$ cat src/rtl/feature_mask_counter.sv
// feature_mask_counter
//   Thresholds a full-resolution 8-bit pixel stream into a feature mask,
//   tracks raster position and counts feature pixels per frame. Every output
//   is registered on the edge that accepts its pixel, so the pixel path has a
//   latency of one cycle and frame_done rises together with the last pixel's
//   validout.
//
//   Build option: FEATURE_OVERLAY_EN
//     defined   : below-threshold pixels pass through unchanged, features
//                 are painted white (8'hFF) over the image.
//     undefined : pure binary mask (8'h00 / 8'hFF).
//
//   state  | meaning
//   -------+-------------------------------------------------------------
//   IDLE   | after reset, waiting for the first valid pixel or frame_sync
//   ACTIVE | streaming a frame
//   DONE   | one cycle after the last pixel: count latched, frame_done
//          | high, raster back at (0,0); a valid pixel here starts the
//          | next frame

module feature_mask_counter #(
   parameter int COLS  = 800,
   parameter int ROWS  = 600,
   parameter int CNT_W = 20
) (
   input  logic             clock,
   input  logic             reset,
   input  logic [7:0]       din,
   input  logic             valid,
   input  logic             frame_sync,
   input  logic [7:0]       threshold,
   output logic [7:0]       dout,
   output logic             validout,
   output logic [9:0]       rowcount,
   output logic [9:0]       colcount,
   output logic [CNT_W-1:0] feature_count,
   output logic             frame_done
);

   localparam logic [9:0]       LAST_COL = 10'(COLS - 1);
   localparam logic [9:0]       LAST_ROW = 10'(ROWS - 1);
   localparam logic [CNT_W-1:0] CNT_MAX  = {CNT_W{1'b1}};

   typedef enum logic [1:0] {IDLE, ACTIVE, DONE} state_t;

   state_t           state_q, state_d;
   logic [9:0]       row_q, col_q, row_d, col_d;
   logic [CNT_W-1:0] run_q, run_d;
   logic [7:0]       thr_q, thr_d;

   logic [9:0]       pos_row, pos_col;
   logic             first_pix;
   logic [7:0]       thr_eff;
   logic             over_thr;
   logic             hit;
   logic             last_pix;
   logic [CNT_W-1:0] run_base, run_inc;
   logic [7:0]       mask_pix;

   // State register.
   always_ff @(posedge clock or posedge reset) begin
      if (reset) state_q <= IDLE;
      else       state_q <= state_d;
   end

   // Next state, raster position, threshold sampling and running count.
   always_comb begin
      // frame_sync rebases the current cycle's pixel to (0,0) of a new frame
      pos_row   = frame_sync ? 10'd0 : row_q;
      pos_col   = frame_sync ? 10'd0 : col_q;
      first_pix = (pos_row == 10'd0) && (pos_col == 10'd0);
      // the (0,0) pixel compares against the value being sampled, not thr_q
      thr_eff   = first_pix ? threshold : thr_q;
      over_thr  = (din >= thr_eff);
      hit       = valid && over_thr;
      last_pix  = valid && !frame_sync &&
                  (pos_row == LAST_ROW) && (pos_col == LAST_COL);
      run_base  = frame_sync ? '0 : run_q;
      run_inc   = (hit && (run_base != CNT_MAX)) ? run_base + 1'b1 : run_base;

      row_d   = pos_row;
      col_d   = pos_col;
      run_d   = run_base;
      thr_d   = thr_q;
      state_d = state_q;

      if (valid) begin
         if (first_pix) thr_d = threshold;
         if (pos_col == LAST_COL) begin
            col_d = 10'd0;
            row_d = (pos_row == LAST_ROW) ? 10'd0 : pos_row + 10'd1;
         end else begin
            col_d = pos_col + 10'd1;
         end
         run_d = last_pix ? '0 : run_inc;
      end

      case (state_q)
         IDLE:    if (valid) state_d = ACTIVE;
         ACTIVE:  if (last_pix) state_d = DONE;
         DONE:    state_d = last_pix ? DONE : ACTIVE;
         default: state_d = IDLE;
      endcase
      // a frame_sync never completes a frame (last_pix is already masked)
      if (frame_sync && !last_pix) state_d = ACTIVE;
   end

   // Mask pixel generation.
   always_comb begin
`ifdef FEATURE_OVERLAY_EN
      mask_pix = over_thr ? 8'hFF : din;
`else
      mask_pix = over_thr ? 8'hFF : 8'h00;
`endif
   end

   // Raster, threshold and running-count registers.
   always_ff @(posedge clock or posedge reset) begin
      if (reset) begin
         row_q <= '0;
         col_q <= '0;
         run_q <= '0;
         thr_q <= '0;
      end else begin
         row_q <= row_d;
         col_q <= col_d;
         run_q <= run_d;
         thr_q <= thr_d;
      end
   end

   // Output registers; pixel outputs hold while no pixel is accepted.
   always_ff @(posedge clock or posedge reset) begin
      if (reset) begin
         dout          <= '0;
         validout      <= 1'b0;
         rowcount      <= '0;
         colcount      <= '0;
         feature_count <= '0;
         frame_done    <= 1'b0;
      end else begin
         validout   <= valid;
         frame_done <= last_pix;
         if (valid) begin
            dout     <= mask_pix;
            rowcount <= pos_row;
            colcount <= pos_col;
         end
         if (last_pix) feature_count <= run_inc;
      end
   end

endmodule

$ cat config.mk
export PLATFORM = sky130hd
export DESIGN_NAME = feature_mask_counter
export DESIGN_NICKNAME = d
export VERILOG_FILES = /design/src/rtl/feature_mask_counter.sv
export SDC_FILE = /design/constraint.sdc
export NUM_CORES = 1
export LEC_CHECK = 0
export ABC_AREA = 1
export CAP_MARGIN = 20
export CORE_AREA = 2 2 104 106
export CTS_BUF_LIST = sky130_fd_sc_hd__clkbuf_4
export CTS_CLUSTER_DIAMETER = 200
export DETAILED_ROUTE_END_ITERATION = 7
export DIE_AREA = 0 0 106 108
export GPL_ROUTABILITY_DRIVEN = 0
export PLACE_DENSITY = 0.86
export SETUP_SLACK_MARGIN = 0.4
export SYNTH_ARGS = -nofsm -noshare
export SYNTH_HDL_FRONTEND = slang
export SYNTH_SLANG_ARGS = --single-unit
$ cat constraint.sdc
create_clock -name clock -period 2.9 [get_ports clock]
set_input_delay 0.58 -clock clock [delete_from_list [all_inputs] [get_ports clock]]
set_output_delay 0.58 -clock clock [all_outputs]
set_load 0.05 [all_outputs]
==> key figures, run 1 <==
Synth
  – Post-synth cell types: 35
  – Mapped Area: 5295 um^2
  – Ys async rst share: 100.0%
  – Syn_nets: 741
  – Most frequent cells after synthesis: nand2_1 (236), dfrtp_1 (91), inv_1 (81), nor2_1 (62), nand3_1 (42)
  – EDFF count, synth: 0
  – Yosys top cell by area: dfrtp_1
  – Ranking of synthesized cells by area: dfrtp_1 (43%), nand2_1 (17%), inv_1 (5.7%)
  – Register area share after synthesis: 43.01%
  – Cells after Synth: 708
  – Avg Synthesized Cell Area: 7.479 um^2
  – Most common cell in the synthesized netlist: nand2_1
  – YS warnings: 0
  – Top_reg_cell synth: dfrtp_1
  – Seq cells post-synth: 91
  – Yosys top cell area share: 43.01%

Die
  – FP Rows: 37
  – DIE HEIGHT: 108 um
  – Starting Density: 51.75%
  – CORE AREA: 10230 um^2
  – Die Area: 11450 um^2
  – Die width: 106 um
  – Num ports: 70

Power
  – Seq pwr share: 46.4%
  – Peak supply drop: 0.2726 mV
  – Cell Int Power: 0.001970 W
  – Static Leakage: 3.696 nW
  – Clock power frac: 29.5%
  – Overall Power: 0.002901 W
  – Sw power: 0.0009308 W
  – PwrDens: 398.2 nW/um^2
  – Logic pwr share: 24.1%
  – Sw frac: 32.09%

Clock network
  – Number of H-tree levels: 3
  – Clk buf depth: 2
  – Root Buffer: clkbuf_4
  – Reg clk slew, reported paths: 0.16 ns
  – CTS tree: built
  – CTS Buf Count: 9
  – Worst skew pair latency: 0.46 ns
  – TritonCTS sink count: 91

Worst hold path
  – Hold path start: feature_count[12]$_DFFE_PP0P_
  – WHS Path Cells: 2
  – Hold endpoint: feature_count[12]$_DFFE_PP0P_
  – Hold WC Path Type: flip-flop to flip-flop

Final layout
  – Share of layout cells above drive strength 1: 25.20%
  – Multi-input gate area: 2704 um^2
  – Post-layout nets: 893
  – Fillers: 659
  – P&R area growth vs syn: 37.59%
  – Sequential Area: 2277 um^2

Timing
  – Clock Skew: 0.01691 ns
  – Final Max Slew Viols: 0
  – RSZ-0062 raised after global routing: true
  – Rel. slew slack: 55.40%
  – Period minus WS final: 2.948 ns
  – Final worst hold slack: 0.4991 ns
  – Crit share post-route: 101.7%
  – Max Clk Rate: 339.2 MHz
  – Final Hold Vio Count: 0
  – Worst setup margin: -0.04811 ns
  – Worst-Margin Slew: 0.6676 ns
  – # setup viols final: 28
  – Post-route setup TNS: -0.5807 ns

Setup path
  – Worst flop-to-flop path startpoint: col_q[1]$_DFF_PP0_
  – WP data required: 3.25 ns
  – Cells on worst reg2reg path: 22
  – Arrival @ worst endpoint: 3.30 ns
  – Worst setup EP type: flip-flop
  – Worst R2R End: run_q[4]$_DFF_PP0_
  – Largest fanout on the critical path: 11
  – Crit start category: flip-flop
  – Flop2flop setup slack: -0.05 ns
  – CP Class: flip-flop to flip-flop

Detailed routing
  – DRC errors left: 0
  – Drt wl/cell: 15.38 um
  – Pre-Repair DR Iteration Count: 6
  – Final wirelength: 15410 um
  – Initial DRC count: 550
  – Post-route ant nets: 0
  – Via-to-Cell Ratio: 5.403
  – Vias: 5414

Placement
  – HPWL after DPL: 9508 um
  – # port buffers: 69
  – DP Worst Slack: -0.8009 ns

GRT
  – Antenna violations before repair: 1
  – Pin count of the biggest net entering global routing: 55
  – Vias in the first global route: 5288
  – First-pass GRT wire length: 24970 um
  – Overflow left after global routing: 0
  – Total GRT Usage: 27.46%

Job
  – Max_cap viols: 0

Outcome
  – Status: complete, but fails checks
  – Violated checks: negative setup slack
==> flip-flops by register name, indices dropped and copies added, names as in the netlist <==
name	count
col_q	10
colcount	10
dout	1
feature_count	20
frame_done	1
row_q	10
rowcount	10
run_q	20
thr_q	8
validout	1
==> area by class of cell <==
type                            instances  share of cell area [%]
Antenna cell                            1                 0.03435
Timing Repair Buffer                  170                   21.96
Tap cell                              136                   2.336
Multi-Input combinational cell        498                   37.11
Clock buffer                            9                  0.9274
Clock inverter                          7                   1.477
Sequential cell                        91                   31.26
Inverter                               90                   4.894
==> kinds of logic (layout without fill, tap and decap cells) <==
kind of cell             count (synthesis)  after routing  share of synthesized area [%]
other                                    0              1                              0
XOR/XNOR                                21             21                          3.474
AND/OR/NAND/NOR                        398            399                          33.15
buffers and inverters                  120            276                          10.37
AO/OA/AOI/OAI                           65             65                          6.923
flip-flops                              91             91                          43.01
adder cells (fa/ha/maj)                 13             13                          3.072
==> worst max path at each step <==
stage                             from  cells after the start  slack [ns]                       endpoint
detailed placement          frame_sync                     23       -0.80  feature_count[16]$_DFFE_PP0P_
floorplan                   frame_sync                     25       -0.18   feature_count[0]$_DFFE_PP0P_
global placement            frame_sync                     23       -0.73  feature_count[12]$_DFFE_PP0P_
finish              col_q[1]$_DFF_PP0_                     22       -0.05             run_q[4]$_DFF_PP0_
CTS                 col_q[1]$_DFF_PP0_                     24        0.06  feature_count[16]$_DFFE_PP0P_
global route        col_q[1]$_DFF_PP0_                     23       -0.23   feature_count[6]$_DFFE_PP0P_
==> repair_timing <==
action | in CTS | in global routing
buffers inserted | 13 | 1
gates cloned | 3 | 0
pin swaps | 17 | 5
hold buffers | 0 | 0
endpoints found under the setup margin | 44 | 41
gates resized for setup | 43 | 11
==> routing by layer <==
metal	GRT usage, %	part of all wire (%)	routed length, um
met5	0	0	0
met4	10.90	3.5	541
met3	4.882	7.8	1207
met2	46.31	49	7492
met1	35.38	40	6170
==> critical path: stages (launching register included) <==
cell	delay [ns]
dfrtp_1	0.44
inv_2	0.08
nor2_2	0.05
inv_2	0.07
ha_4	0.13
nand4_1	0.15
nor2_4	0.20
nand3_4	0.16
buf_6	0.16
o21ai_4	0.15
ha_1	0.24
nand2_1	0.06
inv_1	0.03
nand2_1	0.05
nand2_1	0.05
nand2_1	0.08
nand2_2	0.10
buf_4	0.16
nand3_4	0.08
buf_12	0.15
nand2_1	0.10
nand2_1	0.09
nor2_1	0.04
==> through the flow <==
stage	instance area [um^2]	instances	util, %
4_1_cts	7239	1000	70.76
5_1_grt	7286	1002	71.21
6_report	7286	1002	71.21
3_5_place_dp	6760	968	66.08
2_1_floorplan	5405	708	-
3_3_place_gp	6760	968	66.08
==> placed cells by master, fill, tap and decap left out, drive strengths merged <==
cell type	Yosys	final
dfrtp	91	91
a31oi	1	1
bufbuf	0	1
nor4	1	1
nand4	8	8
a21oi	18	18
clkbuf	6	9
nand3b	1	1
nor3	18	18
o21ai	45	45
nand3	49	50
nor2	75	75
clkinvlp	0	2
inv	88	91
buf	24	101
diode	0	1
ha	13	13
clkinv	2	2
clkdlybuf4s50	0	68
nand2	243	243
xor2	19	19
bufinv	0	2
and2	3	3
o21a	1	1
xnor2	2	2
==> power by group through the flow <==
stage | Sequential (W) | Clock [W] | Combinational, W
2_1_floorplan | 0.00138 | 0 | 0.000386
3_3_place_gp | 0.00137 | 0 | 0.000576
3_5_place_dp | 0.00137 | 0 | 0.000592
4_1_cts | 0.00134 | 0.000862 | 0.000672
5_1_grt | 0.00135 | 0.000929 | 0.000750
6_report | 0.00135 | 0.000855 | 0.000700
Note: power is estimated with default switching activity, not from simulation.
==> run 2: changes to the inputs <==
- CELL_PAD_IN_SITES_DETAIL_PLACEMENT: not set -> 0
- CELL_PAD_IN_SITES_GLOBAL_PLACEMENT: not set -> 1
- CORE_AREA: 2 2 104 106 -> 2 2 122 124
- DIE_AREA: 0 0 106 108 -> 0 0 124 126
- PLACE_DENSITY: 0.86 -> 0.85
==> run 2 against run 1 <==
  * The run now ends clean
  * Critical path depth down 2
  * Register-to-register slack gained 0.098 ns
  * Sequential cell count unchanged
  * Critical path type is now primary input to flip-flop
==> key figures, run 2 (synthesis results as in run 1) <==
Job
  – Max_cap viols: 0

Outcome
  – Status: completed

Timing
  – Rel. slew slack: 65.70%
  – RSZ-0062 raised after global routing: true
  – Final Hold Vio Count: 0
  – Final worst hold slack: 0.3550 ns
  – Max Clk Rate: 348.8 MHz
  – Period minus WS final: 2.867 ns
  – Crit share post-route: 98.86%
  – Worst-Margin Slew: 0.5128 ns
  – # setup viols final: 0
  – Final Max Slew Viols: 0
  – Post-route setup TNS: 0 ns
  – Clock Skew: 0.02174 ns

Placement
  – # port buffers: 69
  – Placed insts: 1018
  – HPWL after DPL: 9563 um

Setup path
  – Worst setup EP type: flip-flop
  – Most frequent CP cell: nand2_1
  – Crit path largest cell delay: 0.26 ns
  – Crit-path leading delay family: simple AND/OR/NAND/NOR gates
  – CP Class: primary input to flip-flop
  – Crit start category: primary input
  – WP data required: 3.32 ns
  – Worst-path cell chain: buf_2 -> bufbuf_16 -> nor2_1 -> inv_1 -> nand4_1 -> nor2_4 -> nand3_4 -> buf_4 -> o21ai_2 -> ha_1 -> a21oi_1 -> o21a_1 -> nand2_2 -> nand2_4 -> nor2_4 -> clkbuf_16 -> nand2_2 -> nand2_1 -> nand2_1 -> nand2_1
  – CP max-delay cell: bufbuf_16
  – Bufs and invs on worst path: 5
  – Largest fanout on the critical path: 8
  – Arrival @ worst endpoint: 3.29 ns

Die
  – FP Rows: 44
  – CORE AREA: 14310 um^2
  – Die Area: 15620 um^2
  – Die width: 124 um
  – Num ports: 70
  – DIE HEIGHT: 126 um
  – Starting Density: 36.99%

Clock network
  – Number of H-tree levels: 3
  – CTS tree: built
  – Clk buf depth: 2
  – CTS Buf Count: 9
  – Worst skew pair latency: 0.48 ns
  – TritonCTS sink count: 91
  – Root Buffer: clkbuf_4
  – Reg clk slew, reported paths: 0.15 ns

Final layout
  – Most frequent cells in the layout: nand2_1 (203), buf_4 (95), dfrtp_1 (91)
  – P&R area growth vs syn: 38.59%
  – Final design utilization: 51.27%
  – Commonest non-fill, non-tap cell in the layout: nand2_1
  – Cell Count, Final, Fillers Out: 1052
  – Post-layout nets: 895
  – Share of layout cells above drive strength 1: 26.18%
  – Largest registers: feature_count x20, run_q x20

Detailed routing
  – Post-route ant nets: 0
  – Pre-Repair DR Iteration Count: 5
  – Drt wl/cell: 12.87 um
  – Highest routed layer: met4
  – Initial DRC count: 295
  – Vias: 4874
  – Final wirelength: 13540 um
  – M1 WL: 6603 um
  – Length of routed met3 wiring: 576 um
  – WL met2: 6163 um
  – Via-to-Cell Ratio: 4.633
  – DRC errors left: 0

GRT
  – Overflow left after global routing: 0
  – Antenna violations before repair: 1
  – Total GRT Usage: 17.97%
  – Pin count of the biggest net entering global routing: 39
  – First-pass GRT wire length: 22310 um
  – Vias in the first global route: 4677

Power
  – Peak supply drop: 0.1426 mV
  – PwrDens: 395.5 nW/um^2
  – Static Leakage: 3.699 nW
  – Overall Power: 0.002903 W

Worst hold path
  – Hold WC Path Type: primary input to asynchronous set/reset pin
-- run 2: routing by layer --
| layer | track usage [%] | vias to the layer above |
|---|---|---|
| met5 | 0 | - |
| met4 | 5.089 | 0 |
| met3 | 2.944 | 17 |
| met2 | 28.18 | 92 |
| met1 | 25.63 | 2252 |
| li1 | - | 2513 |
-- run 2: metrics by stage --
stage	setup slack, ns	area [um^2]
global placement	-0.6452	6810
global route	-0.1620	7338
floorplan	-0.1783	5405
detailed placement	-0.7095	6810
finish	0.03298	7338
CTS	0.1357	7143
-- run 2: cell type report --
cell class                      instances  area (um^2)
Timing Repair Buffer                  172         1573
Multi-Input combinational cell        498         2708
Antenna cell                            1        2.502
Clock inverter                          7        125.1
Inverter                               90        355.3
Fill cell                            1402         6975
Sequential cell                        91         2277
Clock buffer                            9        67.56
Tap cell                              184        230.2
-- run 2: power breakdown --
part / total (W) / internal, W / leakage (nW) / switching [W]
registers: 0.00134 / 0.00131 / 1.24 / 0.0000306
clock network: 0.000922 / 0.000444 / 0.101 / 0.000478
logic: 0.000639 / 0.000259 / 2.35 / 0.000381
-- run 2: path summary, 6_finish.rpt --
check,start,to,slack [ns],cells past startpoint
worst max-delay path,frame_sync,feature_count[6]$_DFFE_PP0P_,0.03,20
worst min-delay path,reset,run_q[14]$_DFF_PP0_,0.36,2
worst max register to register,row_q[6]$_DFF_PP0_,feature_count[6]$_DFFE_PP0P_,0.05,19
worst min register to register,feature_count[11]$_DFFE_PP0P_,feature_count[11]$_DFFE_PP0P_,0.49,2
max in group asynchronous,reset,colcount[0]$_DFFE_PP0P_,1.84,3
min in group clock,feature_count[11]$_DFFE_PP0P_,feature_count[11]$_DFFE_PP0P_,0.49,2
-- run 2: repair_timing --
action	4_1_cts	5_1_grt
endpoints found under the setup margin	42	44
endpoints found under the hold margin	0	0
setup buffers	7	7
gates resized for setup	20	37
hold buffers	0	0
pin swaps	4	19
cloned	2	1
